$ cat src/rtl/div_pkg.sv
// Shared types and width constants for the sequential restoring divider.
package div_pkg;

  localparam int unsigned DW_DEF = 8;
  localparam int unsigned VW_DEF = 4;
  localparam int unsigned CNT_W  = $clog2(DW_DEF);

  typedef enum logic [1:0] {
    StIdle,
    StCalc,
    StDone
  } state_e;

endpackage

$ cat src/rtl/div8by4_seq_if.sv
// Operand/result handshake bundle for div8by4_seq.
interface div8by4_seq_if
  import div_pkg::*;
#(
  parameter int unsigned DW = DW_DEF,
  parameter int unsigned VW = VW_DEF
);

  logic          in_valid;
  logic          in_ready;
  logic [DW-1:0] dividend;
  logic [VW-1:0] divisor;
  logic          out_valid;
  logic          out_ready;
  logic [DW-1:0] quotient;
  logic [VW-1:0] remainder;
  logic          div_by_zero;

  modport master (
    output in_valid, dividend, divisor, out_ready,
    input  in_ready, out_valid, quotient, remainder, div_by_zero
  );

  modport slave (
    input  in_valid, dividend, divisor, out_ready,
    output in_ready, out_valid, quotient, remainder, div_by_zero
  );

endinterface

$ cat src/rtl/div_step.sv
// One combinational restoring-division iteration: shift in the next dividend bit,
// subtract the divisor if it fits.
module div_step #(
  parameter int unsigned VW = 4
) (
  input  logic [VW:0]   r_i,
  input  logic          d_msb_i,
  input  logic [VW-1:0] v_i,
  output logic [VW:0]   r_o,
  output logic          q_bit_o
);

  logic [VW+1:0] t;

  // r_i is always below the divisor, so its MSB is zero and the full-width trial
  // value equals {r_i[VW-1:0], d_msb_i}.
  always_comb begin
    t       = {r_i, d_msb_i};
    q_bit_o = (t >= {2'b00, v_i});
    r_o     = q_bit_o ? (VW+1)'(t - {2'b00, v_i}) : (VW+1)'(t);
  end

endmodule

$ cat src/rtl/div8by4_seq.sv
// Sequential restoring divider: DW-bit dividend by VW-bit divisor, one quotient bit
// per cycle, valid/ready on both sides.
module div8by4_seq
  import div_pkg::*;
#(
  parameter int unsigned DW = DW_DEF,
  parameter int unsigned VW = VW_DEF
) (
  input logic          clk,
  input logic          rst_n,
  div8by4_seq_if.slave bus
);

  localparam int unsigned CntW = $clog2(DW);

  state_e        state_q, state_d;
  logic [CntW-1:0] cnt_q, cnt_d;
  logic [DW-1:0] d_q, d_d;
  logic [VW-1:0] v_q, v_d;
  logic [VW:0]   r_q, r_d;
  logic [DW-1:0] q_q, q_d;
  logic [DW-1:0] quot_q, quot_d;
  logic [VW-1:0] rem_q, rem_d;
  logic          dbz_q, dbz_d;

  logic [VW:0]   step_r;
  logic          step_q;

  div_step #(
    .VW (VW)
  ) u_step (
    .r_i     (r_q),
    .d_msb_i (d_q[DW-1]),
    .v_i     (v_q),
    .r_o     (step_r),
    .q_bit_o (step_q)
  );

  always_comb begin
    state_d = state_q;
    cnt_d   = cnt_q;
    d_d     = d_q;
    v_d     = v_q;
    r_d     = r_q;
    q_d     = q_q;
    quot_d  = quot_q;
    rem_d   = rem_q;
    dbz_d   = dbz_q;
    unique case (state_q)
      StIdle: begin
        if (bus.in_valid) begin
          d_d   = bus.dividend;
          v_d   = bus.divisor;
          r_d   = '0;
          q_d   = '0;
          cnt_d = '0;
          if (bus.divisor == '0) begin
            quot_d  = '1;
            rem_d   = bus.dividend[VW-1:0];
            dbz_d   = 1'b1;
            state_d = StDone;
          end else begin
            dbz_d   = 1'b0;
            state_d = StCalc;
          end
        end
      end
      StCalc: begin
        d_d   = d_q << 1;
        r_d   = step_r;
        q_d   = {q_q[DW-2:0], step_q};
        cnt_d = cnt_q + CntW'(1);
        if (cnt_q == CntW'(DW - 1)) begin
          quot_d  = q_d;
          rem_d   = step_r[VW-1:0];
          state_d = StDone;
        end
      end
      StDone: begin
        if (bus.out_ready) state_d = StIdle;
      end
      default: state_d = StIdle;
    endcase
  end

  always_ff @(posedge clk or negedge rst_n) begin
    if (!rst_n) begin
      state_q <= StIdle;
      cnt_q   <= '0;
      d_q     <= '0;
      v_q     <= '0;
      r_q     <= '0;
      q_q     <= '0;
      quot_q  <= '0;
      rem_q   <= '0;
      dbz_q   <= 1'b0;
    end else begin
      state_q <= state_d;
      cnt_q   <= cnt_d;
      d_q     <= d_d;
      v_q     <= v_d;
      r_q     <= r_d;
      q_q     <= q_d;
      quot_q  <= quot_d;
      rem_q   <= rem_d;
      dbz_q   <= dbz_d;
    end
  end

  assign bus.in_ready    = (state_q == StIdle);
  assign bus.out_valid   = (state_q == StDone);
  assign bus.quotient    = quot_q;
  assign bus.remainder   = rem_q;
  assign bus.div_by_zero = dbz_q;

endmodule
$ cat src/flat_wrapper.sv
// flat-port wrapper written by rule: the top's interface ports become plain ports
module div8by4_seq_flat import div_pkg::*;
#(
  parameter int unsigned DW = DW_DEF,
  parameter int unsigned VW = VW_DEF
)
  (clk, rst_n, bus_in_valid, bus_dividend, bus_divisor, bus_out_ready, bus_in_ready, bus_out_valid, bus_quotient, bus_remainder, bus_div_by_zero);
  div8by4_seq_if #(.DW(DW), .VW(VW)) bus_i ();
  input logic clk;
  input logic rst_n;
  input wire logic [$bits(bus_i.in_valid)-1:0] bus_in_valid;
  input wire logic [$bits(bus_i.dividend)-1:0] bus_dividend;
  input wire logic [$bits(bus_i.divisor)-1:0] bus_divisor;
  input wire logic [$bits(bus_i.out_ready)-1:0] bus_out_ready;
  output wire logic [$bits(bus_i.in_ready)-1:0] bus_in_ready;
  output wire logic [$bits(bus_i.out_valid)-1:0] bus_out_valid;
  output wire logic [$bits(bus_i.quotient)-1:0] bus_quotient;
  output wire logic [$bits(bus_i.remainder)-1:0] bus_remainder;
  output wire logic [$bits(bus_i.div_by_zero)-1:0] bus_div_by_zero;
  assign bus_i.in_valid = bus_in_valid;
  assign bus_i.dividend = bus_dividend;
  assign bus_i.divisor = bus_divisor;
  assign bus_i.out_ready = bus_out_ready;
  assign bus_in_ready = bus_i.in_ready;
  assign bus_out_valid = bus_i.out_valid;
  assign bus_quotient = bus_i.quotient;
  assign bus_remainder = bus_i.remainder;
  assign bus_div_by_zero = bus_i.div_by_zero;
  div8by4_seq #(.DW(DW), .VW(VW)) u_core (.clk(clk), .rst_n(rst_n), .bus(bus_i));
endmodule
$ cat config.mk
export PLATFORM = sky130hd
export DESIGN_NAME = div8by4_seq_flat
export DESIGN_NICKNAME = d
export VERILOG_FILES = /design/src/rtl/div_pkg.sv /design/src/rtl/div8by4_seq_if.sv /design/src/rtl/div_step.sv /design/src/rtl/div8by4_seq.sv /design/src/flat_wrapper.sv
export SDC_FILE = /design/constraint.sdc
export NUM_CORES = 1
export LEC_CHECK = 0
export CORE_MARGIN = 5
export CORE_UTILIZATION = 56
export CTS_CLUSTER_SIZE = 25
export DETAILED_ROUTE_END_ITERATION = 6
export PLACE_DENSITY = 0.83
export REMOVE_ABC_BUFFERS = 1
export SLEW_MARGIN = 20
export SYNTH_ARGS = -nofsm -noshare
export SYNTH_HDL_FRONTEND = slang
export SYNTH_SLANG_ARGS = --single-unit
$ cat constraint.sdc
create_clock -name clk -period 3.6 [get_ports clk]
set_input_delay 0.72 -clock clk [delete_from_list [all_inputs] [get_ports clk]]
set_output_delay 0.72 -clock clk [all_outputs]
set_load 0.01 [all_outputs]
# Word-level counts from Yosys, hierarchy flattened
# Index checks and enable logic that the tools add are counted.
[totals]
ff_bits = 42
inputBits = 16
out_inout_bits = 15
elab_cells = 49
[classes]
addsub = 2
magnitude_cmp = 1
eq_ne = 7
mux = 23
reduce_logical = 7
[ops]
columns = ["op", "count"]
rows = [
  ["8-bit two-way mux", 4],
  ["8-bit case mux with 2 select lines", 2],
  ["7-bit case mux with 2 select lines", 1],
  ["4-bit two-way mux", 3],
  ["5-bit two-way mux", 2],
  ["5-bit case mux with 2 select lines", 1],
  ["2-bit two-way mux", 4],
  ["4-bit case mux with 2 select lines", 1],
  ["7-bit two-way mux", 1],
  ["6-bit by 4-bit >= comparator with 1-bit output", 1],
  ["2-bit case mux with 3 select lines", 1],
  ["3-bit case mux with 2 select lines", 1],
  ["5-bit by 4-bit subtractor with 5-bit output", 1],
  ["4-bit logical NOT", 1],
  ["2-bit by 1-bit inequality test with 1-bit output, second input constant", 2],
  ["2-bit inequality test, second input constant", 2],
  ["2-bit AND reduction", 2],
  ["4-bit AND reduction", 1],
  ["3-bit by 1-bit adder with 3-bit output, second input constant", 1],
  ["3-bit equality test, second input constant", 1],
  ["3-bit two-way mux", 1],
  ["3-bit AND reduction", 1],
  ["2-bit by 1-bit equality test with 1-bit output, second input constant", 1],
  ["2-bit equality test, second input constant", 1],
  ["other kinds (3)", 3],
]

# Depth between registers and ports, before layout
[depth]
depth_word = 4
mapped_depth = 9
ltp_nobuf = 9

# Hierarchy
# From an unflattened synthesis, not the netlist that was laid out.
[unflattened]
cells_unflattened = 172
area_unflattened_um2 = 2062.0
[by_module_without_submodules]
columns = ["mod", "n_inst", "cells_per_inst", "area_per_inst_um2", "seq_area_each_um2"]
rows = [
  ["div8by4_seq", 1, 143, 1828.0, 1051.0],
  ["div_step", 1, 29, 234.0, 0.0],
]

# Worst setup path before layout
# OpenSTA, ideal clock, no wires.
[synth_path]
path_kind = "register -> register"
from = "reg u_core.d_q[7]"
to = "reg u_core.rem_q[1], in the netlist u_core.bus.remainder[1]"
setup_time_ps = 119
arrival_ps = 2217
required_time_ps = 3481
slack_ps = 1264
stages_incl_launch_ff = 10
path_buffers = 0
period_less_slack_ps = 2336
path_cell_list = "dfrtp_1 -> inv_1 -> ha_1 -> inv_1 -> fa_1 -> a21o_2 -> a2111oi_4 -> mux2i_1 -> o211ai_1 -> o21a_1"
[synth_via]
elab_chain_len = 4
word_cells_on_any_way = 5
cone_classes = "1 x add/sub; 1 x order compare; 3 x mux"
[synth_rtl]
columns = ["item", "line_no", "rtl"]
rows = [
  ["from (decl)", "div8by4_seq.sv:18", "logic [DW-1:0] d_q, d_d;"],
  ["from (signal assigned)", "div8by4_seq.sv:90", "d_q <= '0;"],
  ["from (signal assigned)", "div8by4_seq.sv:100", "d_q <= d_d;"],
  ["5-bit by 4-bit subtractor with 5-bit output or 6-bit by 4-bit >= comparator with 1-bit output (tied branches)", "div_step.sv:20, div_step.sv:19", ""],
  ["5-bit two-way mux (*)", "div_step.sv:20", "r_o = q_bit_o ? (VW+1)'(t - {2'b00, v_i}) : (VW+1)'(t);"],
  ["4-bit two-way mux (*)", "div8by4_seq.sv:73", "if (cnt_q == CntW'(DW - 1)) begin"],
  ["4-bit case mux with 2 select lines (*)", "div8by4_seq.sv:49", "unique case (state_q)"],
  ["to (signal assigned)", "div8by4_seq.sv:105", "rem_q <= rem_d;"],
  ["to (decl)", "div8by4_seq.sv:23", "logic [VW-1:0] rem_q, rem_d;"],
]
# Every way passes the cells marked *; elsewhere a longest branch is shown, timed or not. The select of a mux whose other input is x is not followed.
# A chain may end at the register's enable or synchronous reset.

# Final worst setup path
# Ends and elaborated chain as after synthesis.

==> key figures <==
STA
  • Min cycle time layout: 2590 ps
  • Setup TNS: 0 ps
  • Slew HR: 39.3%
  • RSZ-0062 raised after global routing: no
  • Min Hold Slack: 473 ps
  • Period Utilization, post-route: between 70 and 80%
  • Final Hold Fails: 0
  • Post-route clock skew: 10.9 ps
  • Pins over their slew limit: 0
  • Worst-Margin Slew: between 900 and 1000 ps
  • Final setup viols: 0
  • Peak Freq: 0.386 GHz

Layout
  • Finished Layout Cells: 254
  • Area of the multi-input gates: 803 µm²
  • Layout cells sized above 1: a little under a tenth
  • Synthesis-to-finish area growth: 22.1%
  • Final nets: 230
  • Final antenna diode count: 0
  • Reg area: 1050 µm²
  • Post-route cell area: 2330 µm²
  • Layout filler cell count: 272

Critical path
  • Slowest stage cell, crit path: a2111oi_4
  • Crit Path Class: register to register
  • CP max stage delay: 620 ps
  • CP most frequent cell: inv_1
  • Critical Path, Cell by Cell: inv_1 -> ha_1 -> inv_1 -> fa_1 -> a21o_2 -> a2111oi_4 -> mux2i_1 -> o211ai_1 -> o21a_1
  • Critical path required time: about 3900 ps
  • Crit path DAT: 2860 ps
  • CP endpoint kind: register
  • CP startpoint kind: register
  • Critical Path Fanout Max: 8

Floorplanning
  • DIE WIDTH: 68.4 µm
  • Die Y: slightly below 70 µm
  • Initial Util: 57.7%
  • Row count: 21
  • DIE AREA: 4680 µm²
  • Core area: 3310 µm²
  • IO Pins: 31

Clock tree
  • Cts-stage hold buffer count: 0
  • Clock root cell: clkbuf_4
  • Num CTS Buffers: 5
  • CTS tree: done
  • CTS clk-pin slew, worst paths: 130 ps
  • Clk buf depth: 2
  • CTS H-Tree Depth: 2
  • Resize count post-CTS: 0
  • CTS sink cnt: 42
  • Post-CTS setup buffers: 0
  • Worst skew pair latency: 360 ps

Route
  • Vias: approximately 1,400
  • Initial DRC Count: 60
  • Routed WL: just under 4 mm
  • Average wire per standard cell: 15.6 µm
  • Via-per-instance ratio: 5.63
  • DRT antenna net count: 0
  • DRC errors left: 0
  • Number of iterations in the first detailed-routing pass: 4

Yosys
  • Compound-Gate Fraction of Synth Area: 18.5%
  • Yosys cell types: 31
  • Post-synth ARST share: 100%
  • Synth Area in Adders: under 10%
  • Main combinational cell family by area after synthesis: compound AO/OA/AOI/OAI gates
  • Ys Warns: 0
  • Post-synthesis mux area share: 7.66%
  • Post-Syn Area: 1910 µm²
  • Cells after synthesis: 176
  • XOR/XNOR share of the synthesized area: 0.916%
  • Seq/Total Area, Yosys: approximately 55%
  • Number of synthesized flops with an enable pin: 0
  • Yosys reg bits: between 40 and 50
  • Simple-Gate Fraction of Synth Area: 9.75%
  • Main synth FF type: dfrtp_1
  • Post-Syn Area per Cell: 10.9 µm²

Power
  • Peak supply drop: about 0.00055 V
  • Pwr Density: 976 nW/µm²
  • Pwr Total: 2.28 mW
  • Pleak: between 1 and 1.5 nW

Place
  • Area post-placement: 2260 µm²
  • Detail Placement HPWL: between 2 and 3 mm
  • Placed cell count: ~250
  • I/O Buffers: 30
  • GP Congestion: 0.929

Global route
  • Gr ovfl total: 0
  • Global-route wire length before repair: 6.65 mm
  • Antenna violations before repair: 0
  • Gr usage total: 19.8%
  • Largest net degree at the start of global routing: 43
  • Vias in the first global route: 1,467

Worst hold path
  • Worst hold path class: primary input to asynchronous set/reset pin

Status
  • Status: finished clean

Job
  • Max_cap viols: 0
==> final cells by class <==
class	count	area share, %
multi-input cells	118	34.4
clock buffers	6	1.77
well taps	46	2.47
clock inverters	2	1.61
repair buffers	33	13.6
flip-flops and latches	42	45.0
inverters	7	1.13
==> cell usage after synthesis (3+ instances only) <==
cell | number | area, µm²
o21ai_0 | 11 | 55.1
a21oi_1 | 12 | 60.1
nor2_1 | 17 | 63.8
a21o_1 | 3 | 22.5
dfrtp_1 | 42 | 1050
mux2i_1 | 9 | 90.1
mux2_2 | 5 | 56.3
clkbuf_1 | 7 | 26.3
a22o_1 | 10 | 87.6
ha_1 | 6 | 75.1
inv_1 | 7 | 26.3
nand2_1 | 22 | 82.6
==> layout by cell type (no fill, tap or decap), drive strengths merged, types with 2 or more instances in the layout <==
master / count
inv: 7
clkbuf: 6
a31oi: 2
mux2: 5
a22o: 10
ha: 6
o21a: 2
o22ai: 2
clkdlybuf4s50: 29
a21oi: 12
mux2i: 9
nor2: 17
o21ai: 11
a21o: 4
buf: 4
dfrtp: 42
nand3b: 2
o211ai: 2
nand2: 22
nor2b: 2
==> final timing paths <==
path | from | to | slack, ps | depth (start not counted)
setup / recovery | u_core.d_q[7] | u_core.bus.remainder[1] | 1010 | 9
hold / removal | rst_n | u_core.state_q[0] | 470 | 1
setup reg to reg | u_core.d_q[7] | u_core.bus.remainder[1] | 1010 | 9
hold reg to reg | u_core.d_q[2] | u_core.d_q[2] | 490 | 1
max in group asynchronous | rst_n | u_core.cnt_q[2] | 2550 | 1
min in group clk | u_core.d_q[2] | u_core.d_q[2] | 490 | 1
==> routing by layer <==
layer | vias to the layer above | wire length, µm | share of wire [%] | GRT usage [%]
met5 | - | 0 | 0 | 0
met4 | 0 | 82 | 2.1 | 8.93
met2 | 28 | 2000 | 50 | 32.9
li1 | 679 | - | - | -
met1 | 715 | 1710 | 43 | 23.7
met3 | 9 | 183 | 4.6 | 5.42
==> logic make-up (layout without fill, tap and decap cells) <==
logic type / Yosys count / after routing
XOR/XNOR: 2 / 2
AO/OA/AOI/OAI: 50 / 50
flip-flops: 42 / 42
buffers and inverters: 16 / 48
adder cells (fa/ha/maj): 7 / 7
AND/OR/NAND/NOR: 45 / 45
multiplexers: 14 / 14
==> registers in the layout (all words and copies together) (netlist names) <==
name                    flops
u_core.bus.quotient         8
u_core.v_q                  4
u_core.r_q                  5
u_core.cnt_q                3
u_core.bus.div_by_zero      1
u_core.q_q                  7
u_core.bus.remainder        4
u_core.state_q              2
u_core.d_q                  8
==> stage by stage <==
stage / setup WS (ps) / util (%)
after CTS: 1020 / 70.5
after global placement: 1060 / 68.1
after detailed placement: 1010 / 68.1
final: 1010 / 70.5
after global routing: 818 / 70.5
after floorplan: 984 / -
==> where the power goes <==
| group | leakage [nW] | total, mW | internal [mW] | switching (mW) |
|---|---|---|---|---|
| combinational | 0.534 | 1.15 | 0.555 | 0.596 |
| sequential | 0.503 | 0.825 | 0.683 | 0.141 |
| clock | 0.0385 | 0.302 | 0.147 | 0.156 |
==> worst max-delay path, delay by kind of cell, from the launching register on <==
| kind | cells | cell delay (ps) |
|---|---|---|
| flip-flops | 1 | 400 |
| AO/OA/AOI/OAI | 4 | 1110 |
| buffers and inverters | 2 | 120 |
| multiplexers | 1 | 300 |
| adder cells (fa/ha/maj) | 2 | 570 |
Power figures use the tool's default switching activity.
